--- src/rtl/alu_issue.sv ---
// alu_issue: decode/issue stage in front of the ALU. Splits a 32-bit
// instruction into opcode/cc/rd/ra/rb/immediate, reads operands from the
// register file, stalls on scoreboard hazards and issues a registered bundle.
// Latency: one cycle from accept to ex_valid; full throughput without hazards.
// Backpressure: in_ready drops on a source hazard or when a held bundle is
// not being taken by execute (ex_valid && !ex_ready).
// Ports:
//   clk, rst                 clock, asynchronous active-high reset
//   in_valid/in_ready/in_instr   fetch handshake and instruction word
//   rf_ra_addr/rf_rb_addr    combinational register-file read addresses
//   rf_ra_data/rf_rb_data    combinational register-file read data
//   ex_valid/ex_ready        issue handshake; ex_opcode/ex_cc/ex_data_a/
//                            ex_data_b/ex_rd/ex_wen form the issued bundle
//   wb_valid/wb_rd           writeback completion, clears a pending bit
//   illegal                  one-cycle pulse when an undefined opcode is dropped
module alu_issue #(
  parameter int NUM_REGS = 32,
  localparam int WIDTH   = 32,
  localparam int BITSIZE = $clog2(NUM_REGS)
) (
  input  logic               clk,
  input  logic               rst,
  input  logic               in_valid,
  output logic               in_ready,
  input  logic [WIDTH-1:0]   in_instr,
  output logic [BITSIZE-1:0] rf_ra_addr,
  output logic [BITSIZE-1:0] rf_rb_addr,
  input  logic [WIDTH-1:0]   rf_ra_data,
  input  logic [WIDTH-1:0]   rf_rb_data,
  output logic               ex_valid,
  input  logic               ex_ready,
  output logic [4:0]         ex_opcode,
  output logic [2:0]         ex_cc,
  output logic [WIDTH-1:0]   ex_data_a,
  output logic [WIDTH-1:0]   ex_data_b,
  output logic [BITSIZE-1:0] ex_rd,
  output logic               ex_wen,
  input  logic               wb_valid,
  input  logic [BITSIZE-1:0] wb_rd,
  output logic               illegal
);

  // Opcode map is dense: ADD=0 SUB=1 MPY=2 AND=3 OR=4 XOR=5 SHL=6 SRL=7
  // SRA=8 CMP=9 MOV=10; everything above MOV is undefined.
  localparam logic [4:0] OP_MOV = 5'd10;

  // Decoded fields of the instruction currently offered by fetch
  logic [4:0]         op;
  logic [BITSIZE-1:0] rd, ra, rb;
  logic               use_imm;
  logic               is_def;
  logic               reads_rb;
  logic               hazard;
  logic               accept;
  logic               load;
  logic               wen;
  logic [2:0]         cc;
  logic [WIDTH-1:0]   a_val;
  logic [WIDTH-1:0]   b_val;

  // State
  logic                ex_valid_q, ex_valid_d;
  logic [4:0]          ex_opcode_q, ex_opcode_d;
  logic [2:0]          ex_cc_q, ex_cc_d;
  logic [WIDTH-1:0]    ex_data_a_q, ex_data_a_d;
  logic [WIDTH-1:0]    ex_data_b_q, ex_data_b_d;
  logic [BITSIZE-1:0]  ex_rd_q, ex_rd_d;
  logic                ex_wen_q, ex_wen_d;
  logic [NUM_REGS-1:0] pend_q, pend_d;
  logic                illegal_q, illegal_d;

  assign op      = in_instr[31:27];
  assign rd      = in_instr[22 +: BITSIZE];
  assign ra      = in_instr[17 +: BITSIZE];
  assign use_imm = in_instr[16];
  assign rb      = in_instr[11 +: BITSIZE];

  assign rf_ra_addr = ra;
  assign rf_rb_addr = rb;

  assign is_def   = (op <= OP_MOV);
  // Only the register form of a two-operand op actually reads rb
  assign reads_rb = is_def && (op != OP_MOV) && !use_imm;

  // pend_q[0] is never set, so r0 sources can never stall.
  // Same-cycle writeback does not lift the stall: only pend_q is consulted.
  assign hazard = is_def && (pend_q[ra] || (reads_rb && pend_q[rb]));

  assign in_ready = !hazard && (!ex_valid_q || ex_ready);
  assign accept   = in_valid && in_ready;
  assign load     = accept && is_def;
  assign wen      = (rd != '0);

  assign cc    = use_imm ? 3'b000 : in_instr[10:8];
  assign a_val = (ra == '0) ? '0 : rf_ra_data;

  always_comb begin
    b_val = '0;
    if (op == OP_MOV)
      b_val = '0;
    else if (use_imm)
      b_val = {{(WIDTH-16){in_instr[15]}}, in_instr[15:0]};
    else if (rb != '0)
      b_val = rf_rb_data;
  end

  always_comb begin
    ex_valid_d  = ex_valid_q;
    ex_opcode_d = ex_opcode_q;
    ex_cc_d     = ex_cc_q;
    ex_data_a_d = ex_data_a_q;
    ex_data_b_d = ex_data_b_q;
    ex_rd_d     = ex_rd_q;
    ex_wen_d    = ex_wen_q;
    pend_d      = pend_q;
    illegal_d   = accept && !is_def;

    if (load) begin
      ex_valid_d  = 1'b1;
      ex_opcode_d = op;
      ex_cc_d     = cc;
      ex_data_a_d = a_val;
      ex_data_b_d = b_val;
      ex_rd_d     = rd;
      ex_wen_d    = wen;
    end else if (ex_ready) begin
      ex_valid_d  = 1'b0;
    end

    // Clear first so that a same-cycle set of the same register wins
    if (wb_valid)
      pend_d[wb_rd] = 1'b0;
    if (load && wen)
      pend_d[rd] = 1'b1;
    pend_d[0] = 1'b0;
  end

  always_ff @(posedge clk or posedge rst) begin
    if (rst) begin
      ex_valid_q  <= 1'b0;
      ex_opcode_q <= '0;
      ex_cc_q     <= '0;
      ex_data_a_q <= '0;
      ex_data_b_q <= '0;
      ex_rd_q     <= '0;
      ex_wen_q    <= 1'b0;
      pend_q      <= '0;
      illegal_q   <= 1'b0;
    end else begin
      ex_valid_q  <= ex_valid_d;
      ex_opcode_q <= ex_opcode_d;
      ex_cc_q     <= ex_cc_d;
      ex_data_a_q <= ex_data_a_d;
      ex_data_b_q <= ex_data_b_d;
      ex_rd_q     <= ex_rd_d;
      ex_wen_q    <= ex_wen_d;
      pend_q      <= pend_d;
      illegal_q   <= illegal_d;
    end
  end

  assign ex_valid  = ex_valid_q;
  assign ex_opcode = ex_opcode_q;
  assign ex_cc     = ex_cc_q;
  assign ex_data_a = ex_data_a_q;
  assign ex_data_b = ex_data_b_q;
  assign ex_rd     = ex_rd_q;
  assign ex_wen    = ex_wen_q;
  assign illegal   = illegal_q;

endmodule

--- config.mk ---
export PLATFORM = sky130hd
export DESIGN_NAME = alu_issue
export DESIGN_NICKNAME = d
export VERILOG_FILES = /design/src/rtl/alu_issue.sv
export SDC_FILE = /design/constraint.sdc
export NUM_CORES = 1
export LEC_CHECK = 0
export ABC_AREA = 1
export CAP_MARGIN = 20
export CORE_MARGIN = 2
export CORE_UTILIZATION = 47
export DETAILED_ROUTE_END_ITERATION = 7
export GPL_TIMING_DRIVEN = 0
export HOLD_SLACK_MARGIN = 0.06
export PLACE_DENSITY = 0.81
export SYNTH_ARGS = -nofsm -noshare
export SYNTH_HDL_FRONTEND = slang
export SYNTH_SLANG_ARGS = --single-unit
--- constraint.sdc ---
create_clock -name clk -period 4.4 [get_ports clk]
set_input_delay 1.1 -clock clk [delete_from_list [all_inputs] [get_ports clk]]
set_output_delay 1.1 -clock clk [all_outputs]
set_load 0.005 [all_outputs]
; ---- Yosys cells after proc, flatten, opt, wreduce, memory -nomap -nowiden
; Index checks and enable logic that the tools add are counted.
[word_totals]
reg_bits = 111
latch_bits = 0
mem_bits_rw = 0
rom_bits = 0
inputBits = 106
output_inout_bits = 91
memories = 0
[op_classes]
n_addsub = 0
mul = 0
div_mod_pow = 0
n_lt_le_gt_ge = 7
n_eq_ne = 2
shift = 0
n_mux = 17
bitwise = 3
reduce_logical = 21
[op_table]
columns = cell, count
row1 = $mux 32, 6
row2 = $and 32x32->32, 1
row3 = $not 32->32, 1
row4 = $or 32x32->32, 1
row5 = $lt 5x6->1 const B, 4
row6 = $logic_and 1x1->1, 11
row7 = $bmux 1 s5, 2
row8 = $demux 1 s5, 2
row9 = $ge 5x1->1 const B, 2
row10 = $reduce_bool 5->1, 2
row11 = $mux 1, 6
row12 = $eq 5x4->1 const B, 1
row13 = $le 5x4->1 const B, 1
row14 = $logic_not 5->1, 1
row15 = $ne 5x4->1 const B, 1
row16 = $logic_not 1->1, 4
row17 = $mux 3, 1
row18 = $logic_or 1x1->1, 2
row19 = $reduce_bool 2->1, 1

; ---- Depth between registers and ports, before layout
; Gate-level depths: netlist (run 1).
[depth]
depth_word = 12
depth_mapped = 17
mapped_depth_nobuf = 14

; ---- Worst setup path after synthesis (run 1)
; No wires, ideal clock.
[synth_timing]
path_kind = input -> output
start = input in_instr[17]
end = output in_ready
arrival_ps = 2096
required_time_ps = 3300
path_slack_ps = 1204
stages = 12
n_path_buf = 2
cell_sequence = buf_6 buf_2 nand2_1 nand3_1 nand3_1 nand3_1 nand2_1 nand2_1 nand2_1 inv_1 nor2_2 o21a_1
[synth_via]
elab_chain_cells = 6
[synth_lines]
columns = item, line
row1 = "start, declared", 25  ; input logic [WIDTH-1:0] in_instr,
row2 = $bmux 1 s5, 87  ; assign hazard = is_def && (pend_q[ra] || (reads_rb && pend_q[rb]));
row3 = $mux 1 (implied by the code), 87
row4 = $logic_or 1x1->1, 87
row5 = $logic_and 1x1->1, 87
row6 = $logic_not 1->1, 89  ; assign in_ready = !hazard && (!ex_valid_q || ex_ready);
row7 = $logic_and 1x1->1, 89
row8 = "end, declared", 24  ; output logic in_ready,
; No other way between the ends. The select of a mux whose other input is x is not followed.

; ---- Worst setup path after layout (run 1)
[layout_timing]
start = input in_instr[19]
end = output in_ready
; The elaborated chain is that of the path after synthesis.

==> results of run 1 <==
-- final timing paths --
path	end
max	in_ready
max reg2reg	ex_data_a[5]$_DFFE_PP0P_
min	ex_opcode[4]$_DFFE_PP0P_
min reg2reg	ex_opcode[4]$_DFFE_PP0P_
max in group asynchronous	ex_data_b[23]$_DFFE_PP0P_
min in group asynchronous	pend_q[30]$_DFF_PP0_
-- cells in the final DEF, fill, tap and decap left out, types with 16 or more instances in the layout --
master,Yosys,routed
buf_6,18,18
clkbuf_1,16,16
clkdlybuf4s50_1,0,192
dfrtp_1,111,111
inv_1,49,48
nand2_1,335,335
nand3_1,68,68
nor2_1,46,46
o21ai_0,39,39
o21ai_1,23,23
o21ai_2,50,50
-- through the flow --
step           setup slack [ns]  instances  hold WS, ns  power (W)
3_3_place_gp              -1.29       1165        0.448    0.00243
6_report                  0.127       1183        0.471    0.00325
3_5_place_dp              0.107       1166        0.457    0.00246
5_1_grt                  0.0139       1183        0.497    0.00342
4_1_cts                  0.0950       1182        0.475    0.00327
2_1_floorplan             0.369        801        0.460    0.00181
-- sequential cells by signal, indices dropped and copies added, names as in the netlist --
register and flops:
ex_cc 3, ex_data_a 32, ex_data_b 32, ex_opcode 5, ex_rd 5, ex_valid 1, ex_wen 1, illegal 1
pend_q 31
-- layer usage --
layer	track usage	part of all wire	vias up
met4	0.0843	0.019	0
met2	0.462	0.49	252
li1	-	-	2966
met3	0.0620	0.078	26
met5	0	0	-
met1	0.360	0.42	2818
-- report_power, final --
part           switching (W)  internal [W]  leakage, nW
combinational       0.000449      0.000618         2.59
sequential          0.000133       0.00124         1.43
clock               0.000399      0.000409        0.145
total               0.000981       0.00227         4.16
-- logic make-up after synthesis --
family          count (synthesis)  synth area share
compound gates                129             0.144
buf+inv                       105            0.0961
flops                         111             0.458
simple gates                  456             0.302
-- worst min-delay path, delay by kind of cell (launching register included) --
kind | cells | cell delay [ns]
and+or+nand+nor | 1 | 0.05
DFF | 1 | 0.34
buffers and inverters | 1 | 0.05
-- layout make-up --
cell class	instances	share of cell area
repair buffers	194	0.229
clock buffers	10	0.0280
inverters	54	0.0246
plain buffers	51	0.0440
flip-flops and latches	111	0.325
well taps	172	0.0252
multi-input cells	585	0.317
clock inverters	6	0.00601
-- Yosys cell counts, types with 6 or more instances --
cell / number / share of area
buf_2: 6 / 0.0049
buf_4: 11 / 0.014
buf_6: 18 / 0.033
clkbuf_1: 16 / 0.0099
dfrtp_1: 111 / 0.46
inv_1: 49 / 0.030
nand2_1: 335 / 0.21
nand3_1: 68 / 0.056
nor2_1: 46 / 0.028
o211ai_1: 15 / 0.019
o21ai_0: 39 / 0.032
o21ai_1: 23 / 0.019
o21ai_2: 50 / 0.072
==> results, run 1 <==
- The cell with the largest stage delay on the worst path is clkdlybuf4s50_1.
- The total area inside the core boundary comes to 12600 µm².
- TritonCTS created 9 clock buffers.
- The height of the die is 118 µm.
- The highest attainable clock frequency is 0.234 GHz.
- After filler insertion, the fill cell instance count of the layout stands at 1099.
- Counting both buffers and inverters, the worst setup path holds a total of 4.
- The startpoint of the lowest-slack hold path is ex_opcode[4]$_DFFE_PP0P_.
- The setup skew after layout is 0.00988 ns.
- The growth of design area from synthesis to finish is 40.6%.
- Of the available clock period, the critical path in the final layout requires 0.971.
- The mean routed wirelength per cell is 16.0 µm.
- For this block, the initial DRC count from the detailed router was 530.
- The post-detailed-route count of antenna-violating nets is 0.
- In this run, synthesis inferred 0 flip-flops with an integrated enable.
- 197 I/O pins were placed.
- The critical path data arrival time is 3.17 ns.
- The launch point of the worst reg-to-reg path is pend_q[12]$_DFF_PP0_.
- The sum of negative setup slack is 0 ns.
- The number of register bits inferred by synthesis is 111.
- The number of global-route vias before repair is 5754.
- The maximum buffer depth of the clock tree is 2.
- The number of antenna violations at the first check in global routing was 0.
- The overall fraction of global-route tracks in use is 0.277.
- The power density over the cells is 381 nW/µm².
- The final core utilization is 0.676.
- Counting stages on the worst path, the most repeated cell is nand2_1.
- The worst hold path belongs to the class flip-flop to flip-flop.
- For this run the aggregate overflow at the end of global routing stands at 0.
- A synthesized cell averages 7.58 µm².
- After clock tree synthesis, the flow added hold-fix buffers numbering 0.
- The kind of end point of the critical path is an output pin.
- In this run the number of cells on the critical path is 11.
- In the routed design, unresolved DRC markers number 0.
- The number of warning messages in the yosys log is 0.
- Clock tree synthesis found a total of 111 sinks.
- Routability-driven placement finished with a final weighted congestion of 0.953.
- The placed cell area is 8240 µm².
- The number of instances on the worst hold path is 2.
- Clock-pin slew was measured on the worst setup and hold paths at 0.08 ns.
- The number of iterations in the first detailed-routing pass is 5.
- Traced cell by cell, the critical path runs through clkdlybuf4s50_1, inv_1, nand3_1, nand3_1, nand2_1, nand2_1, nand2_1, inv_1, nor2_2, o21a_1, clkdlybuf4s50_1.
- Wires add up to 19000 µm.
- The share of the yosys chip area belonging to registers is 0.458.
- Counting cells, the worst reg-to-reg path comes to 13.
- The CTS H-tree depth is 3.
- The leading register cell type out of synthesis is dfrtp_1.
- Of the cells placed in the final design, the portion with a size suffix greater than 1 is 0.110.
- The row count is 41.
- When the netlist entered floorplanning its net count stood at 907.
- The final max-slew violation count is 0.
- The fraction of registers with async set/reset is 1.00.
- Across all register-to-register paths, the minimum setup slack is 2.38 ns.
- The clock reaches the later pin of the worst-skew pair after 0.36 ns.
- STA puts the critical path data required time at 3.30 ns.
- Grouping stages by cell kind, the critical path spends the most delay in buffers and inverters.
- The number of endpoints with negative hold slack in the final report is 0.
- After clock tree synthesis, the setup repair step added 0 buffers.
- The run finished with clean final reports.
- The synthesized netlist contains 23 unique library cells.
- Across the whole layout, storage elements account for 2780 µm².
- The startpoint type of the worst setup path is an input port.
- The finished cells cover 8530 µm².
- Entering global routing, the biggest net connects 74 pins.
- Detailed placement finished with a half-perimeter wire length of 14400 µm.
- The count of nets after finishing is 1112.
- The root cell of the clock tree is clkbuf_16.
- The post-synthesis instance total is 801.
- The CTS tree is yes.
- Setup violations remaining at the end of the flow were counted as 0.
- Of all nets on the critical path, the largest fanout is 7.
- The pin slew with the least headroom to its limit is 0.535 ns.
- The worst setup path startpoint is in_instr[19].
- Headroom to the max-slew limit came out at 0.643.
- In this run the horizontal extent of the chip is 118 µm.
- The floorplan step defined a die boundary enclosing 13800 µm².
- The first global-routing pass estimated 30400 µm of wire.
- Setup repair after global routing left no endpoint under its margin.
- The maximum resistive drop on vdd is 0.240 mV.
- The post-synth design cell area is 6070 µm².
- Dividing the detail-routed via count by the number of cells gives 5.12.
- For this configuration, the core starts out at a cell density of 0.481.
- The critical path in this run is classified as input port to output pin.
- The total of cells resized after clock tree synthesis is 0.
- The number of maximum-capacitance violations is 0.
- The port buffer count is 192.
- The total via count after detailed routing is 6062.
- Summed over all cells, the static leakage comes to 4.16 nW.
- The multi-input combinational cell area is 2710 µm².
- The repair_antennas step left the layout with diodes totalling 0.
- The largest stage delay on the critical path is 0.64 ns.
- The clock period minus final worst setup slack is 4.27 ns.
(Power assumes the default switching activity.)
==> run 2, diff against run 1 <==
--- a/config.mk
+++ b/config.mk
@@ -10,8 +10,8 @@
 export CORE_MARGIN = 2
 export CORE_UTILIZATION = 47
 export DETAILED_ROUTE_END_ITERATION = 7
-export GPL_TIMING_DRIVEN = 0
 export HOLD_SLACK_MARGIN = 0.06
+export MAX_ROUTING_LAYER = met4
 export PLACE_DENSITY = 0.81
 export SYNTH_ARGS = -nofsm -noshare
 export SYNTH_HDL_FRONTEND = slang
==> results, run 2 (synthesized netlist as in run 1, its figures left out) <==
- The flow ran to the end, and the final reports show no timing, DRC or antenna violations.
- The signal on the critical path passes through clkdlybuf4s50_1, buf_12, inv_4, nand2_1, nand3_1, nand3_1, nand2_1, nand2_1, nand3_1, nor2_1, nor2_2, o21a_1, clkdlybuf4s50_1.
- The row count is 41.
- The highest attainable clock frequency is 0.237 GHz.
- The number of antenna diodes in the final layout is 0.
- The capture point of the worst reg-to-reg path is pend_q[12]$_DFF_PP0_.
- The largest stage delay on the critical path is 0.52 ns.
- The CTS H-tree depth is 3.
- The relative slew slack is 0.417.
- Buffers placed on the I/O ports in this run total 196.
- The number of global-route vias before repair was 5640.
- The number of antenna violations at the first check in global routing is 0.
- The clock transition time at the flip-flop clock pins of the worst setup and hold paths is 0.07 ns.
- The finished cells cover 8320 µm².
- Setup violations remaining at the end of the flow were counted as 0.
- The share of total power in the clock network is 0.244.
- The sum of negative setup slack is 0 ns.
- In the routed design, unresolved DRC markers number 0.
- The mean routed wirelength per cell is 15.7 µm.
- Detailed placement ended at an HPWL of 13400 µm.
- The post-detailed-route count of antenna-violating nets is 0.
- The worst setup path is of the input port to output pin kind.
- In this run, CTS created clock tree buffers numbering 9.
- The die is 118 µm wide.
- The maximum resistive drop on vdd is 0.359 mV.
- The path type of the worst min-delay path is flip-flop to flip-flop.
- The worst register-to-register path begins at pend_q[12]$_DFF_PP0_.
- The part of the total power dissipated in sequential elements is 0.431.
- The CTS tree is yes.
- The overall routed net length is 18000 µm.
- The startpoint of the lowest-slack hold path is ex_cc[1]$_DFFE_PP0P_.
- The first global-routing pass estimated 29900 µm of wire.
- The final max-slew violation count is 0.
- In the finished design, the share of the clock period the worst path needs comes to 0.959.
- After global routing the overflow that remains totals 0.
- The flop-to-flop setup slack is 2.15 ns.
- The pin slew with the least headroom to its limit is 0.874 ns.
- The number of setup buffers added after CTS is 0.
- At the worst endpoint, the required time is 3.30 ns.
- The core region is 12600 µm².
- The count of nets after finishing is 1080.
- The top cell types in the final layout, fill and taps aside, are nand2_1 (335), clkdlybuf4s50_1 (196), dfrtp_1 (111).
- The area growth from synthesis to layout is 37.0%.
- The tool flagged a number of max-cap violations equal to 0.
- STA classifies the critical path startpoint as an input port.
- Internal power comes to 0.00224 W.
- Counting cells, the worst reg-to-reg path comes to 13.
- Data on the critical path arrives at its endpoint at 3.12 ns.
- The root cell of the clock tree is clkbuf_16.
- The maximum buffer depth of the clock tree is 2.
- For this run, the detailed router's first-pass iteration total came to 7.
- The switching power is 0.000966 W.
- Summing over every cut layer, the via total after detailed routing is 5846.
- STA classifies the critical path endpoint as an output pin.
- The clock sink total is 111.
- Of the cells placed in the final design, the portion with a size suffix greater than 1 is 0.0919.
- The overall fraction of global-route tracks in use is 0.277.
- The height of the die is 118 µm.
- The effective utilization at floorplan is 0.481.
- Counting instances, the worst hold path has a depth of 2.
- The power density over the cells is 386 nW/µm².
- The total of cells resized after clock tree synthesis is 0.
- Setup repair after global routing left no endpoint under its margin.
- The path with the worst hold slack has its endpoint at ex_cc[1]$_DFFE_PP0P_.
- The share of total power dissipated in combinational logic is 0.325.
- The cell with the largest stage delay on the worst path is clkdlybuf4s50_1.
- The placed cell area is 8040 µm².
- Using the TritonRoute via totals, the vias-per-cell ratio works out to 5.08.
- The clock period minus final worst setup slack is 4.22 ns.
- For the worst-skew pair, the clock arrives at the later sink with an insertion delay of 0.36 ns.
- The static leakage power is 4.05 nW.
- The number of top-level pins is 197.
- Entering global routing, the biggest net connects 74 pins.
- The top cell family by delay on the critical path is buffers and inverters.
- The setup skew after layout is 0.00958 ns.
- Routability-driven placement finished with a final weighted congestion of 0.988.
- Together, buffers and inverters on the worst path number 4.
- The library cell used most frequently in the layout, excluding fill and tap cells, is nand2_1.
- The number of endpoints with negative hold slack in the final report is 0.
- Of the total power, the share spent switching nets is 0.301.
- The peak fanout along the critical path is 20.
- Hold repair after CTS inserted 0 buffers.
- The violation count after the first detailed-routing iteration is 592.
- The die covers 13800 µm².
[run 2: cell type report]
class,count,area [µm²]
Fill cell,1121,4300
Sequential cell,111,2780
Multi-Input combinational cell,585,2710
Timing Repair Buffer,213,2130
Clock buffer,10,229
Tap cell,172,215
Inverter,54,210
Clock inverter,6,48.8
[run 2: layer usage]
| metal | vias to the layer above | wire, µm | GRT usage | share of wire |
|---|---|---|---|---|
| li1 | 2894 | - | - | - |
| met1 | 2677 | 7520 | 0.339 | 0.42 |
| met2 | 229 | 8730 | 0.449 | 0.48 |
| met3 | 46 | 1130 | 0.0577 | 0.062 |
| met4 | 0 | 669 | 0.114 | 0.037 |
| met5 | - | 0 | - | 0 |
[run 2: per-stage QoR]
stage          power (W)   util  instances  setup slack [ns]  hold slack, ns
2_1_floorplan    0.00181      -        801             0.369           0.460
3_3_place_gp     0.00242  0.637       1135             0.195           0.450
3_5_place_dp     0.00245  0.637       1135             0.150           0.467
4_1_cts          0.00324  0.659       1151             0.149           0.485
5_1_grt          0.00339  0.659       1151           0.00960           0.498
6_report         0.00321  0.659       1151             0.178           0.481
[run 2: power groups by stage]
| stage | sequential (W) | clock, W | combinational, W |
|---|---|---|---|
| final | 0.00138 | 0.000783 | 0.00104 |
| after global routing | 0.00141 | 0.000841 | 0.00114 |
| after CTS | 0.00138 | 0.000805 | 0.00105 |
| after detailed placement | 0.00140 | 0 | 0.00105 |
| after global placement | 0.00139 | 0 | 0.00103 |
| after floorplan | 0.00140 | 0 | 0.000418 |
[run 2: worst reg2reg max path, cell delays in order (launching register included)]
cell     delay (ns)
dfrtp_1        0.43
or2_1          0.24
nand3_1        0.07
nand3_1        0.07
nand2_1        0.07
nand2_1        0.05
nand3_1        0.07
nor2_1         0.07
nor2_2         0.10
buf_4          0.13
nand4_4        0.16
nor2_4         0.51
nand2_1        0.12
nand2_1        0.11
[run 2: worst max path at each step]
| stage | endpoint | startpoint | slack, ns | cells after the start |
|---|---|---|---|---|
| after floorplan | ex_cc[0]$_DFFE_PP0P_ | rst | 0.37 | 1 |
| after global placement | in_ready | in_instr[11] | 0.20 | 14 |
| after detailed placement | in_ready | in_instr[11] | 0.15 | 13 |
| after CTS | in_ready | in_instr[11] | 0.15 | 13 |
| after global routing | in_ready | in_instr[11] | 0.01 | 14 |
| final | in_ready | in_instr[11] | 0.18 | 13 |
